===== src/rtl/imem_boot_loader.sv =====
// imem_boot_loader: byte-stream program loader into instruction RAM, holds CPU in reset until checksum passes
module imem_boot_loader #(
  parameter int ADDR_W = 6,
  parameter logic [7:0] SYNC_BYTE = 8'hA5
) (
  input  logic        clk,
  input  logic        reset,
  input  logic        rx_valid,
  input  logic [7:0]  rx_data,
  output logic        rx_ready,
  input  logic [31:0] pc,
  output logic [31:0] instruction,
  output logic        cpu_reset,
  output logic        load_done,
  output logic        load_error,
  output logic [15:0] words_loaded
);
  localparam int DEPTH = 1 << ADDR_W;
  localparam logic [16:0] MAX_LEN = 17'(DEPTH);
  typedef enum logic [2:0] {IDLE, LEN_LO, LEN_HI, DATA, CSUM, RUN, ERROR} state_t;
  state_t state_q, state_d;
  logic [15:0] len_q, len_d, words_q, words_d, len_full;
  logic [1:0] idx_q, idx_d;
  logic [7:0] csum_q, csum_d, csum_sum;
  logic [23:0] word_q, word_d;
  logic rx_ready_q, rx_ready_d, cpu_reset_q, cpu_reset_d, load_done_q, load_done_d, load_error_q, load_error_d;
  logic acc, we;
  logic [31:0] ram [DEPTH];
  logic unused_pc;
  assign acc = rx_valid && rx_ready_q;
  assign len_full = {rx_data, len_q[7:0]};
  assign csum_sum = csum_q + rx_data;
  assign unused_pc = ^{pc[31:ADDR_W+2], pc[1:0]};
  assign instruction = ram[pc[ADDR_W+1:2]];
  assign rx_ready = rx_ready_q;
  assign cpu_reset = cpu_reset_q;
  assign load_done = load_done_q;
  assign load_error = load_error_q;
  assign words_loaded = words_q;
  // next-state, frame counters and registered output decode
  always_comb begin
    state_d = state_q;
    len_d = len_q;
    words_d = words_q;
    idx_d = idx_q;
    csum_d = csum_q;
    word_d = word_q;
    we = 1'b0;
    unique case (state_q)
      IDLE: state_d = (acc && rx_data == SYNC_BYTE) ? LEN_LO : IDLE;
      LEN_LO: if (acc) begin
        len_d[7:0] = rx_data;
        state_d = LEN_HI;
      end
      LEN_HI: if (acc) begin
        len_d[15:8] = rx_data;
        words_d = '0;
        idx_d = '0;
        csum_d = '0;
        state_d = (len_full == 16'd0 || {1'b0, len_full} > MAX_LEN) ? ERROR : DATA;
      end
      DATA: if (acc) begin
        csum_d = csum_sum;
        idx_d = idx_q + 2'd1;
        if (idx_q == 2'd3) begin
          we = 1'b1;
          words_d = words_q + 16'd1;
          state_d = (words_d == len_q) ? CSUM : DATA;
        end else
          word_d[{idx_q, 3'b0} +: 8] = rx_data;
      end
      CSUM: if (acc) state_d = (csum_sum == 8'd0) ? RUN : ERROR;
      default: ;
    endcase
    rx_ready_d = !(state_d == RUN || state_d == ERROR);
    cpu_reset_d = state_d != RUN;
    load_done_d = state_d == RUN;
    load_error_d = state_d == ERROR;
  end
  // FSM state, counters and registered outputs
  always_ff @(posedge clk) begin
    if (reset) begin
      state_q <= IDLE;
      len_q <= '0;
      words_q <= '0;
      idx_q <= '0;
      csum_q <= '0;
      word_q <= '0;
      rx_ready_q <= 1'b1;
      cpu_reset_q <= 1'b1;
      load_done_q <= 1'b0;
      load_error_q <= 1'b0;
    end else begin
      state_q <= state_d;
      len_q <= len_d;
      words_q <= words_d;
      idx_q <= idx_d;
      csum_q <= csum_d;
      word_q <= word_d;
      rx_ready_q <= rx_ready_d;
      cpu_reset_q <= cpu_reset_d;
      load_done_q <= load_done_d;
      load_error_q <= load_error_d;
    end
  end
  // word write on the 4th byte; contents survive reset
  always_ff @(posedge clk) begin
    if (we && !reset) ram[words_q[ADDR_W-1:0]] <= {rx_data, word_q};
  end
endmodule

===== config.mk =====
export PLATFORM = sky130hd
export DESIGN_NAME = imem_boot_loader
export DESIGN_NICKNAME = d
export VERILOG_FILES = /design/src/rtl/imem_boot_loader.sv
export SDC_FILE = /design/constraint.sdc
export NUM_CORES = 2
export LEC_CHECK = 0
export BUFFER_PORTS_ARGS = -buffer_cell sky130_fd_sc_hd__buf_2
export CAP_MARGIN = 20
export CORE_MARGIN = 4
export CORE_UTILIZATION = 40
export CTS_BUF_LIST = sky130_fd_sc_hd__clkbuf_4
export CTS_CLUSTER_DIAMETER = 40
export DETAILED_ROUTE_END_ITERATION = 6
export GPL_ROUTABILITY_DRIVEN = 0
export HOLD_SLACK_MARGIN = 0.1
export PLACE_DENSITY = 0.65
export SYNTH_ARGS = -nofsm -noshare
export SYNTH_HDL_FRONTEND = slang
export SYNTH_SLANG_ARGS = --single-unit

===== constraint.sdc =====
create_clock -name clk -period 6 [get_ports clk]
set_input_delay 0.6 -clock clk [delete_from_list [all_inputs] [get_ports clk]]
set_output_delay 0.6 -clock clk [all_outputs]
set_load 0.01 [all_outputs]

### Yosys cells after proc, flatten, opt, wreduce, memory -nomap -nowiden

Memories as Yosys holds them, arrays and structs flattened.
Cells that the tools add are included.

* add/subtract/negate cells: 4
* magnitude comparators: 1
* equality and inequality tests: 13
* shift operators: 2
* multiplexer cells: 26
* bitwise logic cells: 1
* reduce and logical (&&, ||, !) cells: 16

Operator list (count)
* $mux 16: 3
* $pmux 16 s2: 1
* $bwmux 24: 1
* $shift 8x7->24 const A: 1
* $shiftx 8x7->24: 1
* $mux 3: 7
* $add 16x1->16 const B: 1
* $eq 16x16->1: 1
* $gt 16x7->1 const B: 1
* $logic_not 16->1: 1
* $mux 8: 2
* $pmux 8 s2: 1
* $pmux 3 s5: 1
* $eq 3x3->1 const B: 3
* $add 8x8->8: 1
* $eq 8x8->1 const B: 1
* $logic_not 8->1: 1
* $neg 5->7: 1
* $eq 3x2->1 const B: 2
* $mux 1: 6
* $mux 2: 3
* $ne 2x2->1 const B: 3
* $reduce_and 3->1: 2
* $pmux 2 s2: 1
* 12 further kinds: 17

* bits in registers: 73
* bits in writable memories: 2048
* word-level logic and storage cells: 75
* memories kept: 1

Memory list
* ram: words 64, bits a word 32, read ports 1, clocked after memory_dff 0, write ports 1, RTL line 28 `logic [31:0] ram [DEPTH];`

### Longest topological paths before layout

* depth in word-level cells: 9
* mapped depth: 10
* gate-level depth less buffers: 10

### Least setup slack after synthesis

No wires, ideal clock.

* path type: in2reg
* from: in rx_valid
* to: mem ram[31][0] (enable)
* library setup time: 0.502 ns
* arrival time: 4.402 ns
* data required time: 5.498 ns
* path slack: 1.096 ns
* stages on the path: 5
* path through: nand2_1 > nor3_1 > nand2_1 > clkbuf_1 > nor4_1

* longest elaborated chain between the ends: 6

Ends and longest elaborated chain
* start, declared: RTL line 8 `input logic rx_valid,`
* $logic_and 1x1->1: RTL line 30 `assign acc = rx_valid && rx_ready_q;`
* $mux 1: RTL line 62 `DATA: if (acc) begin`
* $mux 1: RTL line 49 `unique case (state_q)`
* $logic_and 1x1->1: RTL line 108 `if (we && !reset) ram[words_q[ADDR_W-1:0]] <= {rx_data, word_q};`
* $mux 1: RTL line 108
* $mux 1 (not written as such): RTL line 108
* end, declared: RTL line 28

No other way between the ends.

### Worst setup path after layout

* from: reg state_q[1]
* to: mem ram[39][23] (enable)

* longest elaborated chain between the ends: 5

Ends and longest elaborated chain
* start, declared: RTL line 21 `state_t state_q, state_d;`
* start signal, assigned: RTL line 94 `state_q <= state_d;`
* $eq 3x2->1: RTL line 49
* $mux 1: RTL line 49
* $logic_and 1x1->1: RTL line 108
* $mux 1: RTL line 108
* $mux 1 (not written as such): RTL line 108

No other way between the ends.

==> results.toml <==
[worst_setup_path]
crit_path_top_delay_cell = "nor2_4"
path_class = "reg2reg"
startpoint_type = "register"
crit_fanout = 25
cpPeakStageDelay_ps = 1080
critPathCaptureType = "register"
cp_data_required_time_ps = 6930
crit_chain = "nand2_1, nor3_1, nand2_1, buf_4, nor3b_1, nand3_1, nor2_4, buf_4"
arrival_ps = 5640

[logic_synthesis]
synth-seq-cells = 2121
synth_edf_count = 2048
synth_cells = 3486
synth.distinct_cells = 71
avgSynthCellArea_um2 = 23.4
synthArstFlopShare_pct = 0
synth.net_count = 3543
synthFlopType = "edfxtp_1"
synthesis.area_um2 = 81700
synth_seq_area_share_pct = 77.0
ys_warn_count = 0

[sta]
rsz0062_at_grt = "no"
hold_violations = 0
final.period_utilization_pct = 78.5
fin_setup_tns_ps = 0
period_needed_ps = 4710
max_freq_mhz = 212
maxSlewViolCount = 0
relSlewSlack_pct = 22.5
skew_ps = 93.1
worst_pin_slew_ps = 1160
setup_violations = 0

[placement]
io_buffers = 68
place_hpwl_um = 112000
placed_area_um2 = 86400

[route]
via_per_inst = 5.62
drc = 0
vias = 39834
drtIter0Drc = 4703
dr.pass1.iters = 6
drt-total-wl_um = 199000
wire_per_inst_um = 28.1
ant_nets = 0

[clock_tree]
holdBufCountCts = 13
path_clk_slew_ps = 80
clock_sinks = 2121
htree_levels = 6
cts_setup_buffers = 0
cts_buffer_depth = 4
numCtsBuffers = 548
tritoncts = "yes"
root_buffer = "clkbuf_4"
worstSkewPairLatency_ps = 1310
cts_resized = 0

[layout]
nFillCells = 16890
layout_commonest_cell = "edfxtp_1"
final_cell_mix = "edfxtp_1, clkbuf_4, mux4_2"
drive_above_1_share_pct = 41.2
design_area_um2 = 93400
area_growth_pct = 14.3
final_nets = 4135

[pwr]
leakagePower_nw = 33.4
power_mw = 28.6
power.density_nw_per_um2 = 307
peakVddDrop_mv = 0.208

[grt]
grt_pass1_vias = 41516
grt_first_pass_wirelength_um = 287000
antenna_found_initial = 14
grt_max_degree = 77
overflow = 0
grt_use_total_pct = 18.8

[die]
start_util_pct = 40.3
die_w_um = 460
die_area_um2 = 212000
ioPinCount = 95
coreArea_um2 = 203000
die_h_um = 460
fp-row-count = 165

[min_path]
hp-class = "reg2reg"

[outcome]
status = "completed"

[run]
maxCapViolCount = 0
## metrics by stage
| step | setup slack [ps] | cells | hold WS, ps | utilization [%] |
|---|---|---|---|---|
| 3_3_place_gp | 933 | 6165 | 469 | 42.6 |
| 3_5_place_dp | 958 | 6168 | 479 | 42.6 |
| 5_1_grt | 1050 | 7086 | 402 | 46.1 |
| 6_report | 1290 | 7090 | 479 | 46.1 |
| 2_1_floorplan | 1100 | 3486 | 456 | - |
| 4_1_cts | 1090 | 7063 | 299 | 45.9 |
## per-layer routing
| metal | up-vias | GRT usage [%] | routed length, µm |
|---|---|---|---|
| met2 | 1888 | 30.7 | 100000 |
| met3 | 331 | 5.08 | 17400 |
| met5 | - | 0 | 81 |
| met4 | 4 | 7.11 | 5600 |
| met1 | 21131 | 24.2 | 75800 |
| li1 | 16480 | - | - |
## cell families (layout without fill, tap and decap cells)
group	count (synthesis)	after routing	synth area share, %
flops	2121	2121	77.0
other cells	0	8	0
mux	681	681	18.5
xor+xnor	24	24	0.257
buf+inv	199	1123	1.07
fa+ha+maj	14	14	0.224
simple gates	302	302	1.85
compound gates	145	145	1.05
## worst paths after layout
path,slack (ps),endpoint,cells after the start,startpoint
worst max-delay path,1290,ram[39][23],8,state_q[1]
worst max register to register,1290,ram[39][23],8,state_q[1]
worst min-delay path,480,ram[55][2],0,word_q[2]
worst min register to register,480,ram[55][2],0,word_q[2]
## state kept, by name, summed over array words and instances, names as in the netlist
| signal | cells |
|---|---|
| ram | 2048 |
| word_q | 24 |
| len_q | 16 |
| words_loaded | 16 |
| csum_q | 8 |
| state_q | 3 |
| idx_q | 2 |
| cpu_reset | 1 |
| load_done | 1 |
| load_error | 1 |
| rx_ready | 1 |
## report_power, final
part / internal (mW) / leakage (nW) / switching, mW
Combinational: 0.331 / 6.52 / 0.476
Sequential: 16.0 / 23.0 / 0.00571
Clock: 6.25 / 3.91 / 5.53
Total: 22.6 / 33.4 / 6.01
## worst max-delay path, delay by kind of cell (launching register included)
kind | cells | cell delay (ps)
buffers and inverters | 2 | 710
DFF | 1 | 460
and+or+nand+nor | 6 | 3140
## cell usage after synthesis, drive strengths merged, types with 3 or more instances
| master | instances | area, µm² |
|---|---|---|
| edfxtp | 2048 | 61500 |
| mux4 | 663 | 14900 |
| clkbuf | 107 | 403 |
| nor2 | 99 | 372 |
| buf | 83 | 442 |
| nand2 | 79 | 299 |
| dfxtp | 73 | 1460 |
| a21oi | 65 | 329 |
| nand3 | 44 | 238 |
| o21ai | 38 | 190 |
| xnor2 | 17 | 149 |
| nor3 | 14 | 75.1 |
| ha | 13 | 163 |
| a22oi | 11 | 87.6 |
| inv | 9 | 33.8 |
| mux2 | 9 | 101 |
| mux2i | 9 | 90.1 |
| nor4 | 9 | 86.3 |
| or4 | 8 | 60.1 |
| nand4 | 7 | 65.1 |
| nor3b | 7 | 52.6 |
| xor2 | 7 | 61.3 |
| a211oi | 5 | 42.5 |
| a31oi | 5 | 31.3 |
| and2 | 5 | 31.3 |
| nand3b | 5 | 37.5 |
| nor2b | 5 | 38.8 |
| or3b | 5 | 43.8 |
| and3 | 4 | 30.0 |
| a21o | 3 | 22.5 |
| or3 | 3 | 18.8 |
## layout make-up
cell class	count	area, µm²	share of cell area (%)
Timing Repair Buffer	232	2190	2.35
Clock inverter	105	629	0.674
Sequential cell	2121	63000	67.4
Tap cell	2672	3340	3.58
Clock buffer	777	5830	6.24
Multi-Input combinational cell	1166	18400	19.7
Antenna cell	8	20.0	0.0214
Inverter	9	33.8	0.0362
Power figures use the tool's default switching activity.
